<file path="src/rtl/c16_pkg.sv">
// Shared C16 definitions: PRG loader state encoding and the BASIC/KERNAL
// end-of-program pointer locations patched after a PRG download.
package c16_pkg;

    typedef enum logic [2:0] {
        IDLE,
        HDR_LO,
        HDR_HI,
        DATA,
        PTR
    } prg_state_t;

    // Lo-byte address of each end pointer; the hi byte lives at +1.
    localparam logic [15:0] PRG_PTR_ADDR [0:3] = '{16'h002D, 16'h002F, 16'h0031, 16'h00AE};

    localparam int PRG_HDR_LEN = 2;

endpackage

</file>
<file path="src/rtl/prg_loader.sv">
// PRG download sequencer: strips the load-address header, writes the payload to
// main RAM over a req/ack port, then patches the end-of-program pointers.
module prg_loader
    import c16_pkg::*;
#(
    parameter logic [7:0] PRG_INDEX = 8'd1
) (
    input  logic        clk_sys,
    input  logic        reset_n,
    input  logic        ioctl_download,
    input  logic [7:0]  ioctl_index,
    input  logic        ioctl_wr,
    input  logic [7:0]  ioctl_dout,
    output logic        ioctl_wait,
    output logic        ram_req,
    input  logic        ram_ack,
    output logic [15:0] ram_addr,
    output logic [7:0]  ram_data,
    output logic        busy,
    output logic        done,
    output logic        error
);

    prg_state_t  state_q, state_d;
    logic [15:0] addr_q, addr_d;
    logic        req_q, req_d;
    logic [15:0] ram_addr_q, ram_addr_d;
    logic [7:0]  ram_data_q, ram_data_d;
    logic        wait_q, wait_d;
    logic        done_q, done_d;
    logic        error_q, error_d;
    logic [2:0]  ptr_idx_q, ptr_idx_d;
    logic        dl_q;

    logic        start;
    logic        acked;
    logic [15:0] ptr_addr;

    assign start    = ioctl_download & ~dl_q & (ioctl_index == PRG_INDEX);
    assign acked    = req_q & ram_ack;
    assign ptr_addr = PRG_PTR_ADDR[ptr_idx_q[2:1]] + {15'd0, ptr_idx_q[0]};

    // NOTE: every signal written here gets its default first, so no path
    // through the case statement can leave a value unassigned (no latches).
    always_comb begin
        state_d    = state_q;
        addr_d     = addr_q;
        req_d      = req_q;
        ram_addr_d = ram_addr_q;
        ram_data_d = ram_data_q;
        wait_d     = wait_q;
        done_d     = 1'b0;
        error_d    = error_q;
        ptr_idx_d  = ptr_idx_q;

        if (start) begin
            // A new PRG download wins over anything in flight, including a pending request.
            state_d   = HDR_LO;
            error_d   = 1'b0;
            addr_d    = '0;
            req_d     = 1'b0;
            wait_d    = 1'b0;
            ptr_idx_d = '0;
        end else begin
            case (state_q)
                IDLE: ;
                HDR_LO: begin
                    if (ioctl_wr) begin
                        addr_d[7:0] = ioctl_dout;
                        state_d     = HDR_HI;
                    end else if (!ioctl_download) begin
                        error_d = 1'b1;
                        state_d = IDLE;
                    end
                end
                HDR_HI: begin
                    if (ioctl_wr) begin
                        addr_d[15:8] = ioctl_dout;
                        state_d      = DATA;
                    end else if (!ioctl_download) begin
                        error_d = 1'b1;
                        state_d = IDLE;
                    end
                end
                DATA: begin
                    if (acked) begin
                        req_d  = 1'b0;
                        wait_d = 1'b0;
                        addr_d = addr_q + 16'd1;
                        if (addr_q == 16'hFFFF)
                            error_d = 1'b1;
                    end
                    if (ioctl_wr) begin
                        // A byte arriving while a write is outstanding is dropped.
                        if (req_q) begin
                            error_d = 1'b1;
                        end else begin
                            req_d      = 1'b1;
                            wait_d     = 1'b1;
                            ram_addr_d = addr_q;
                            ram_data_d = ioctl_dout;
                        end
                    end else if (!ioctl_download && !req_q) begin
                        state_d   = PTR;
                        ptr_idx_d = '0;
                    end
                end
                PTR: begin
                    if (acked) begin
                        req_d     = 1'b0;
                        ptr_idx_d = ptr_idx_q + 3'd1;
                        if (ptr_idx_q == 3'd7) begin
                            done_d  = 1'b1;
                            state_d = IDLE;
                        end
                    end else if (!req_q) begin
                        req_d      = 1'b1;
                        ram_addr_d = ptr_addr;
                        ram_data_d = ptr_idx_q[0] ? addr_q[15:8] : addr_q[7:0];
                    end
                end
                default: state_d = IDLE;
            endcase
        end
    end

    // NOTE: state registers use non-blocking assignments so every flop samples
    // the pre-edge values regardless of statement order.
    always_ff @(posedge clk_sys or negedge reset_n) begin
        if (!reset_n) begin
            state_q    <= IDLE;
            addr_q     <= '0;
            req_q      <= 1'b0;
            ram_addr_q <= '0;
            ram_data_q <= '0;
            wait_q     <= 1'b0;
            done_q     <= 1'b0;
            error_q    <= 1'b0;
            ptr_idx_q  <= '0;
            dl_q       <= 1'b0;
        end else begin
            state_q    <= state_d;
            addr_q     <= addr_d;
            req_q      <= req_d;
            ram_addr_q <= ram_addr_d;
            ram_data_q <= ram_data_d;
            wait_q     <= wait_d;
            done_q     <= done_d;
            error_q    <= error_d;
            ptr_idx_q  <= ptr_idx_d;
            dl_q       <= ioctl_download;
        end
    end

    assign ioctl_wait = wait_q;
    assign ram_req    = req_q;
    assign ram_addr   = ram_addr_q;
    assign ram_data   = ram_data_q;
    assign busy       = (state_q != IDLE);
    assign done       = done_q;
    assign error      = error_q;

endmodule

</file>
<file path="config.mk">
export PLATFORM = sky130hd
export DESIGN_NAME = prg_loader
export DESIGN_NICKNAME = d
export VERILOG_FILES = /design/src/rtl/c16_pkg.sv /design/src/rtl/prg_loader.sv
export SDC_FILE = /design/constraint.sdc
export NUM_CORES = 1
export LEC_CHECK = 0
export ABC_AREA = 1
export CORE_MARGIN = 2
export CORE_UTILIZATION = 54
export DETAILED_ROUTE_END_ITERATION = 8
export PLACE_DENSITY_LB_ADDON = 0.12
export RECOVER_POWER = 50
export SLEW_MARGIN = 20
export SYNTH_ARGS = -nofsm -noshare
export SYNTH_HDL_FRONTEND = slang
export SYNTH_SLANG_ARGS = --single-unit
</file>
<file path="constraint.sdc">
create_clock -name clk_sys -period 2.1 [get_ports clk_sys]
set_input_delay 0.63 -clock clk_sys [delete_from_list [all_inputs] [get_ports clk_sys]]
set_output_delay 0.63 -clock clk_sys [all_outputs]
set_load 0.05 [all_outputs]
</file>
==> impl_results.md, run 1 <==
* Vias in the first global route at between 2000 and 3000
* Startpoint types: input pin
* CP max-delay cell: clkdlybuf4s50_1
* Max Cap Violations at 0
* Crit-path cells: clkdlybuf4s50_1 -> nand2_1 -> nor2_1 -> nand3_1 -> buf_4 -> nand2_1 -> buf_12 -> nand2_1 -> o21ai_1
* Fillers at approximately 500
* Row cnt at 27
* Share of the synthesized area in the top cell type at 41.45%
* Yosys Warn Count at 0
* WS Path Type: input pin to flop
* Width of the die at 79.52 um
* PD cells at between 1000 and 1500 mW/mm^2
* Layout cell share with drive strength beyond 1 at 12.30%
* Clk buf depth at 2
* Pwr Total at roughly 3.8 mW
* Gate Count Post-Synth at approximately 440
* Cell family with most CP delay: buffers and inverters
* CTS Buf Count at 5
* Outcome: completed
* Die H at around 80 um
* PortBufs at around 50
* Synth area leaders: dfrtp_1 (41%), nand2_1 (17%), o21ai_0 (8.3%), nor2_1 (5.7%), inv_1 (5.0%)
* Fin crit period at a little under 2 ns
* Yosys top cell by area: dfrtp_1
* Clk Latency, worst-skew pair at a little over 0.3 ns
* Layout net count at around 520
* DR vias/cell at approximately 5.2
* Starting Density at ~56%
* TritonRoute pass-1 iters at 5
* Die area at approximately 0.0063 sq mm
* Number of H-tree levels at 2
* Post-synthesis cell area at between 0.003 and 0.004 sq mm
* Global Route Usage Sum at 26.67%
* Root buffer cell: clkbuf_8
* Final WS setup at between 0.15 and 0.2 ns
* Area growth syn-to-layout at 20.93%
* Leakage at roughly 1.8 nW
* FMAX at between 500 and 600 MHz
* Post-DP HPWL at 5952 um
* Via count at about 3000
* Peak VDD IR at between 0.6 and 0.7 mV
* WL final at approximately 7900 um
* CTS tree: yes
* Setup Buffers After CTS at 0
* Core area at roughly 0.0055 sq mm
* Headroom to the max-slew limit at 17.02%
* Wire length per cell at ~14 um
* Largest net degree at the start of global routing at 52
* RSZ-0062 raised after global routing: no
* Post-placement setup slack at -0.2645 ns
* Antenna-violating nets left at 0
* Least-Margin Pin Slew at between 1 and 1.5 ns
* Initial DRC count at 185
* Synthesized Nets at 462
* Antenna cells at 0
* Max Slew Vio Count at 0
* Post-synthesis sequential area ratio at between 40% and 50%
* Setup Viol. Count Final at 0
* Critical-path maximum fanout at 48
* Critical Path End Type: flop
* Worst EP arrival at between 2 and 2.5 ns
* Worst min path class: flop to flop
* Worst EP required at roughly 2.3 ns
* Clock Sink Count at 51
* Mapped Avg Cell Area at 7.062 sq um
* IO Pins at 50
* First-pass GRT wire length at between 10000 and 15000 um
* Distinct cells, synth at 29
* Yosys reg bits at ~50
* Final weighted congestion in routability-driven placement at approximately 0.95
* Fin Clk Skew at around 0.0056 ns
* Hold Vio Cnt, Final at 0
* Crit path buf inv count at 3
* Residual DRC count at 0
* Initial antenna violation count at 0
* Fin crit share at between 90 and 100%
* Slowest cell delay on critical path at 0.48 ns
* Grt ovf at 0
* Clock transition at the registers of the reported paths at about 0.09 ns
* Worst path most repeated cell: nand2_1
-- cell families after synthesis --
| family | Yosys count | share of synthesized area, % |
|---|---|---|
| buf+inv | 60 | 8.411 |
| flops | 51 | 41.45 |
| xor+xnor | 2 | 0.5690 |
| compound gates | 79 | 13.90 |
| mux | 8 | 2.601 |
| simple gates | 231 | 31.04 |
| fa+ha+maj | 5 | 2.032 |
-- sequential cells by signal (all words and copies together), names as in the netlist --
name / flops
addr_q: 16
dl_q: 1
done: 1
error: 1
ioctl_wait: 1
ptr_idx_q: 3
ram_addr: 16
ram_data: 8
ram_req: 1
state_q: 3
-- worst paths after layout --
path | cells after the start | endpoint | slack (ns) | start
min in group asynchronous | 2 | done | 0.66 | reset_n
hold reg to reg | 2 | ram_data[1] | 0.48 | ram_data[1]
hold / removal | 2 | ram_data[1] | 0.48 | ram_data[1]
setup / recovery | 9 | ram_addr[14] | 0.16 | ioctl_index[0]
setup reg to reg | 7 | error | 0.46 | addr_q[1]
max in group asynchronous | 2 | addr_q[9] | 0.70 | reset_n
-- layer usage --
layer	up-vias	share of wire, %	GRT usage, %
met1	1340	47	36.91
li1	1523	-	-
met2	101	45	43.87
met4	0	1.4	7.414
met3	11	6.7	3.620
met5	-	0	0
-- timing repair --
action / 4_1_cts / 5_1_grt
hold buffers: 0 / 0
pin swaps: 0 / 0
gates resized for setup: 1 / 4
setup endpoints to repair: 1 / 17
-- area by class of cell --
| cell class | count | area, sq um | area share [%] |
|---|---|---|---|
| Inverter | 43 | 166.4 | 4.469 |
| Clock buffer | 6 | 82.58 | 2.218 |
| Multi-Input combinational cell | 325 | 1549 | 41.60 |
| Tap cell | 72 | 90.09 | 2.419 |
| Clock inverter | 2 | 16.27 | 0.4368 |
| Timing Repair Buffer | 69 | 543.0 | 14.58 |
| Sequential cell | 51 | 1276 | 34.27 |
-- cells in the final DEF, fill, tap and decap left out --
cell type        instances
o211ai_1                 3
clkbuf_2                 1
clkbuf_8                 6
dfrtp_1                 51
clkdlybuf4s50_1         18
clkinvlp_4               1
a21oi_1                 10
dlygate4sd3_1            1
nand2_4                  1
o21ai_0                 51
nand2_2                  2
nor2_2                   4
nor3_1                   4
buf_2                    1
nor2_4                   1
clkbuf_1                13
o21bai_1                 1
o21ai_2                  4
mux2i_1                  8
inv_1                   40
xor2_1                   2
nand3_1                 26
dlygate4sd2_1            1
ha_1                     5
nand3b_1                 1
nand2_1                137
nor2_1                  46
nand4_1                  6
buf_12                   2
dlymetal6s2s_1           1
clkinv_4                 2
inv_2                    2
o21ai_1                  7
o31ai_1                  1
buf_4                   31
a21boi_0                 2
or2_2                    3
-- synthesized netlist by cell type --
cell type	number
a21boi_0	2
a21oi_1	10
buf_2	5
buf_6	3
clkbuf_1	9
clkinv_4	1
dfrtp_1	51
ha_1	5
inv_1	41
inv_2	1
mux2i_1	8
nand2_1	138
nand2_2	1
nand2_4	1
nand3_1	26
nand3b_1	1
nand4_1	6
nor2_1	47
nor2_2	3
nor2_4	1
nor3_1	4
o211ai_1	3
o21ai_0	51
o21ai_1	7
o21ai_2	4
o21bai_1	1
o31ai_1	1
or2_2	3
xor2_1	2
-- per-stage QoR --
step           hold WS, ns  area, sq um  setup TNS (ns)  util [%]  std cells
2_1_floorplan       0.3344         3079               0         -        436
6_report            0.4823         3724               0     67.62        568
3_5_place_dp        0.4700         3682          -7.462     66.87        560
3_3_place_gp        0.4664         3682          -3.003     66.87        560
5_1_grt             0.5031         3724               0     67.62        568
4_1_cts             0.3147         3780               0     68.64        568
-- report_power, final --
part | leakage, nW | switching, mW | internal [mW] | total, mW
registers | 0.657 | 0.177 | 1.19 | 1.37
logic | 1.10 | 1.27 | 0.568 | 1.84
clock network | 0.0474 | 0.336 | 0.270 | 0.605
total | 1.81 | 1.78 | 2.03 | 3.81
-- worst min-delay path: stages, from the launching register on --
cell,delay [ns]
dfrtp_1,0.35
nand2_1,0.06
o21ai_2,0.04
(Power assumes the default switching activity.)
==> inputs of run 2 (changes only) <==
SETUP_SLACK_MARGIN = 0.5   (was default)
==> impl_results.md, run 2 (synthesis results as in run 1) <==
* Fin crit period at 1.784 ns (was 1.939 ns)
* Crit-path cells: clkbuf_1 (was clkdlybuf4s50_1 -> nand2_1 -> nor2_1 -> nand3_1 -> buf_4 -> nand2_1 -> buf_12 -> nand2_1 -> o21ai_1)
* Startpoint types: flop (was input pin)
* Core area at 0.005507 sq mm (unchanged)
* Clk Latency, worst-skew pair at 0.31 ns (about the same)
* Hold-fix buffers, CTS at 0 (unchanged)
* Finished Layout Cells at 597 (was 568)
* WL final at 9499 um (was 7850 um)
* Post-layout instance area at 0.004223 sq mm (was 0.003724 sq mm)
* Via count at 3293 (was 2975)
* TritonRoute pass-1 iters at 5 (unchanged)
* Die H at 79.52 um (unchanged)
* Hold Vio Cnt, Final at 0 (unchanged)
* DR vias/cell at 5.516 (was 5.238)
* Worst min path class: flop to flop (unchanged)
* Root buffer cell: clkbuf_8 (unchanged)
* Row cnt at 27 (unchanged)
* Max Cap Violations at 0 (unchanged)
* Commonest non-fill, non-tap cell in the layout: nand2_1 (unchanged)
* Die area at 0.006323 sq mm (unchanged)
* Leakage at 2.010 nW (was 1.808 nW)
* Dpl cell area at 0.003717 sq mm (was 0.003682 sq mm)
* Area growth syn-to-layout at 37.14% (was 20.93%)
* Crit path buf inv count at 1 (was 3)
* Post-DP HPWL at 6128 um (was 5952 um)
* FMAX at 560.7 MHz (was 515.7 MHz)
* Antenna-violating nets left at 0 (unchanged)
* Global Route Usage Sum at 29.98% (was 26.67%)
* Critical Path End Type: output port (was flop)
* Slowest cell delay on critical path at 0.49 ns (was 0.48 ns)
* Cell family with most CP delay: buffers and inverters (unchanged)
* CTS Buf Count at 5 (unchanged)
* Wire length per cell at 15.91 um (was 13.82 um)
* Antenna cells at 0 (unchanged)
* Clock Sink Count at 51 (unchanged)
* Setup Viol. Count Final at 0 (unchanged)
* CTS tree: yes (unchanged)
* Pwr Total at 4.249 mW (was 3.809 mW)
* Least-Margin Pin Slew at 1.173 ns (was 1.245 ns)
* Starting Density at 55.92% (unchanged)
* Critical-path maximum fanout at 2 (was 48)
* RSZ-0062 raised after global routing: yes (was no)
* Width of the die at 79.52 um (unchanged)
* Number of H-tree levels at 2 (unchanged)
* Layout cell share with drive strength beyond 1 at 25.14% (was 12.30%)
* Outcome: completed (unchanged)
* PortBufs at 49 (unchanged)
* Initial DRC count at 366 (was 185)
* Vias in the first global route at 2986 (was 2766)
* Layout net count at 550 (was 521)
* Initial antenna violation count at 0 (unchanged)
* Largest net degree at the start of global routing at 35 (was 52)
* Worst EP required at 1.47 ns (was 2.32 ns)
* Commonest non-fill, non-tap cells in the layout: nand2_1 (127), buf_4 (54), o21ai_0 (43), dfrtp_1 (43), nor2_1 (37) (was nand2_1 (137), o21ai_0 (51), dfrtp_1 (51))
* Worst EP arrival at 1.15 ns (was 2.16 ns)
* Grt ovf at 0 (unchanged)
* Max Slew Vio Count at 0 (unchanged)
* PD cells at 1006 mW/mm^2 (was 1023 mW/mm^2)
* Fin Clk Skew at 0.009606 ns (was 0.005583 ns)
* IO Pins at 50 (unchanged)
* Post-placement setup slack at -0.2285 ns (was -0.2645 ns)
* Final weighted congestion in routability-driven placement at 0.9399 (was 0.9457)
* Residual DRC count at 0 (unchanged)
* First-pass GRT wire length at 14660 um (was 13010 um)
* Fin crit share at 84.93% (was 92.33%)
* WS Path Type: flop to output port (was input pin to flop)
* Clock transition at the registers of the reported paths at 0.09 ns (about the same)
* CP max-delay cell: clkbuf_1 (was clkdlybuf4s50_1)
* Final WS setup at 0.3164 ns (was 0.1611 ns)
* Placed Cells at 562 (was 560)
* Headroom to the max-slew limit at 21.80% (was 17.02%)
* Fin util at 76.69% (was 67.62%)
* Peak VDD IR at 0.8101 mV (was 0.6968 mV)
* Clk buf depth at 2 (unchanged)
run 2: cell types whose count changed in the layout (fill, tap and decap cells not counted), sizes merged, moves of 2 or more:
cell and change:
buf +30, clkinv +2, clkdlybuf4s15 +2, clkdlybuf4s50 -9, dlygate4sd2 +7
run 2: path summary, 6_finish.rpt:
path,start,end,slack (ns),cells after the start
min,ram_addr[9],ram_addr[9],0.49,2
max reg2reg,state_q[1],addr_q[12],0.39,9
min reg2reg,ram_addr[9],ram_addr[9],0.49,2
min in group asynchronous,reset_n,ram_req,0.53,1
max,ram_data[5],ram_data[5],0.32,1
max in group asynchronous,reset_n,addr_q[4],0.79,1
run 2: metrics by stage:
stage | setup TNS, ns | hold slack [ns]
floorplan | 0 | 0.3344
global placement | -1.212 | 0.4687
detailed placement | -1.717 | 0.4739
CTS | 0 | 0.2678
global route | 0 | 0.5176
finish | 0 | 0.4942
run 2: power by group:
group,internal (mW),switching (mW)
Combinational,0.744,1.47
Clock,0.355,0.338
Sequential,1.19,0.147
Total,2.29,1.96
run 2: timing repair:
action,in CTS,in global routing
resized for setup,55,35
gates cloned,1,1
endpoints found under the setup margin,49,51
setup buffers,10,15
pin swaps,11,15
run 2: final cells by class:
type                    instances  area, sq um
clock buffers                   5        68.82
clock inverters                 3        43.79
fillers                       384         1284
inverters                      43        176.4
multi-input cells             325         1739
flip-flops and latches         51         1286
well taps                      72        90.09
repair buffers                 98        818.3
run 2: per-layer routing:
| metal | part of all wire [%] | global-route usage [%] | vias to the layer above |
|---|---|---|---|
| li1 | - | - | 1584 |
| met4 | 3.4 | 11.03 | 0 |
| met2 | 48 | 48.15 | 151 |
| met3 | 6.9 | 3.846 | 29 |
| met5 | 0 | 0 | - |
| met1 | 42 | 41.56 | 1529 |
==> inputs of run 3 (changes only) <==
CORE_UTILIZATION = 49   (was 54)
clock period = 1.5 ns   (was 2.1 ns; I/O delays follow)
==> impl_results.md, run 3 (synthesis results as in run 1) <==
* Fin crit period at 1.787 ns
* Layout cell share with drive strength beyond 1 at 49.20% (was 25.14%)
* Max Cap Violations at 0 (unchanged)
* Setup Viol. Count Final at 49 (was 0)
* CTS Buf Count at 5 (unchanged)
* Die area at 0.006934 sq mm (was 0.006323 sq mm)
* Least-Margin Pin Slew at 1.320 ns (was 1.173 ns)
* Reg power frac at 25.5% (was 31.5%)
* Wire length on met3 at 1660 um (was 653 um)
* Starting Density at 51.40% (was 55.92%)
* Initial DRC count at 626 (was 366)
* Register area at 0.001318 sq mm (was 0.001286 sq mm)
* WP depth at 10 (was 1)
* Root buffer cell: clkbuf_8 (unchanged)
* Via count at 4062 (was 3293)
* Hold-fix buffers, CTS at 0 (unchanged)
* RSZ-0062 raised after global routing: yes (unchanged)
* Worst EP arrival at 2.02 ns (was 1.15 ns)
* Number of H-tree levels at 2 (unchanged)
* WS Path Type: input pin to flop (was flop to output port)
* Max Slew Vio Count at 0 (unchanged)
* Power Internal at 4.713 mW (was 2.293 mW)
* Initial antenna violation count at 0 (unchanged)
* Global Route Usage Sum at 31.28% (was 29.98%)
* Fin crit share at 119.2%
* Multi-input logic area at 0.002110 sq mm (was 0.001739 sq mm)
* Layout net count at 586 (was 550)
* Worst path most repeated cell: o21ai_1
* Headroom to the max-slew limit at 11.99% (was 21.80%)
* Residual DRC count at 0 (unchanged)
* DR WL met2 at 6600 um (was 4513 um)
* Startpoint types: input pin (was flop)
* CP max-delay cell: o21ai_1 (was clkbuf_1)
* P_sw at 3.697 mW (was 1.956 mW)
* Hold WS at 0.4985 ns (was 0.4942 ns)
* Worst r2r path cells at 8 (was 9)
* Slowest cell delay on critical path at 0.34 ns (was 0.49 ns)
* Vias in the first global route at 3500 (was 2986)
* Cell family with most CP delay: simple AND/OR/NAND/NOR gates (was buffers and inverters)
* Crit-path cells: clkdlybuf4s15_1 -> inv_2 -> nand2_2 -> nor2_4 -> nand3_4 -> o21ai_1 -> nand2_4 -> inv_6 -> nand2_1 -> o21ai_1 (was clkbuf_1)
* Hold Vio Cnt, Final at 0 (unchanged)
* FMAX at around 560 MHz
* Clk buf depth at 2 (unchanged)
* Critical-path maximum fanout at 11 (was 2)
* Crit path buf inv count at 3 (was 1)
* M1 wire length at 4701 um (was 4007 um)
* TNS Setup at -7.246 ns (was 0 ns)
* Commonest non-fill, non-tap cell in the layout: nand2_1 (unchanged)
* Final WS setup at -0.2873 ns (was 0.3164 ns)
* Violated checks: negative setup slack
* Critical Path End Type: flop (was output port)
* WL final at 14070 um (was 9499 um)
* Clk Latency, worst-skew pair at 0.32 ns (was 0.31 ns)
* Peak VDD IR at 1.649 mV (was 0.8101 mV)
* Wire length per cell at 22.13 um (was 15.91 um)
* Worst min path class: input pin to async pin (was flop to flop)
* First-pass GRT wire length at 17390 um (was 14660 um)
* Clk pwr share at 14.0% (was 16.3%)
* Commonest non-fill, non-tap cells in the layout: nand2_1 (98), buf_4 (53), buf_12 (34) (was nand2_1 (127), buf_4 (54), o21ai_0 (43), dfrtp_1 (43), nor2_1 (37))
* Post-DP HPWL at 6614 um (was 6128 um)
* Antenna-violating nets left at 0 (unchanged)
* Width of the die at 83.27 um (was 79.52 um)
* Area growth syn-to-layout at 78.10% (was 37.14%)
* Worst EP required at 1.73 ns (was 1.47 ns)
* Core area at 0.005991 sq mm (was 0.005507 sq mm)
* Antenna cells at 0 (unchanged)
* Post-placement setup slack at -0.7356 ns (was -0.2285 ns)
* Final weighted congestion in routability-driven placement at 0.9631 (was 0.9399)
* IO Pins at 50 (unchanged)
* Leakage at 2.491 nW (was 2.010 nW)
* Die H at 83.27 um (was 79.52 um)
* PD cells at 1533 mW/mm^2 (was 1006 mW/mm^2)
* Clock transition at the registers of the reported paths at 0.11 ns (was 0.09 ns)
* Worst R2R Setup Slack at -0.25 ns (was 0.39 ns)
* Grt ovf at 0 (unchanged)
* Top sig layer: met4 (unchanged)
* Fin Clk Skew at 0.01673 ns (was 0.009606 ns)
* Largest net degree at the start of global routing at 52 (was 35)
* Outcome: finished with violations (was completed)
* Row cnt at 28 (was 27)
* Clock Sink Count at 51 (unchanged)
* PortBufs at 49 (unchanged)
* TritonRoute pass-1 iters at 8 (was 5)
* Sw Ratio at 43.96% (was 46.04%)
* CTS tree: yes (unchanged)
* Fillers at 201 (was 384)
* Combinational power share at 60.5% (was 52.2%)
* DR vias/cell at 6.387 (was 5.516)
run 3: cell count changes in the layout (fill, tap and decap cells not counted), sizes merged:
cell,delta
inv,+1
dlygate4sd2,-6
clkdlybuf4s15,+5
nand2,+1
nand3,+1
buf,+47
clkbuf,-11
bufinv,+1
clkinv,-3
run 3: path summary, 6_finish.rpt:
check	from	endpoint
worst max-delay path	ioctl_index[3]	addr_q[1]
worst min-delay path	reset_n	done
worst max register to register	state_q[0]	addr_q[1]
worst min register to register	ram_addr[3]	ram_addr[3]
max in group asynchronous	reset_n	ioctl_wait
min in group clk_sys	ioctl_download	dl_q
run 3: area by class of cell:
type	count	area share (%)
Clock buffer	6	1.323
Multi-Input combinational cell	327	38.47
Timing Repair Buffer	132	29.71
Inverter	43	3.673
Sequential cell	51	24.02
Tap cell	75	1.711
Clock inverter	2	1.095
run 3: power groups by stage:
stage	combinational, mW	clock, mW	sequential [mW]
2_1_floorplan	1.25	0	2.69
3_3_place_gp	3.30	0	2.08
3_5_place_dp	3.38	0	2.09
4_1_cts	3.94	1.15	2.07
5_1_grt	5.26	1.21	2.17
6_report	5.09	1.17	2.14
run 3: layer usage:
layer,global-route usage [%],up-vias
li1,-,1663
met1,40.27,1878
met2,53.15,395
met3,4.473,126
met4,12.07,0
met5,0,-
run 3: repair_timing:
item	CTS	global route
gates resized for setup	104	86
gates cloned	4	3
pin swaps	21	16
setup buffers	24	20
setup endpoints to repair	79	79
run 3: per-stage QoR:
stage               total power [mW]  std cells  area, sq um  utilization, %
finish                         8.410        636         5484           91.54
global route                   8.643        636         5484           91.54
CTS                            7.154        613         4972           83.00
detailed placement             5.479        577         4294           71.68
global placement               5.383        577         4294           71.68
floorplan                      3.936        436         3244               -
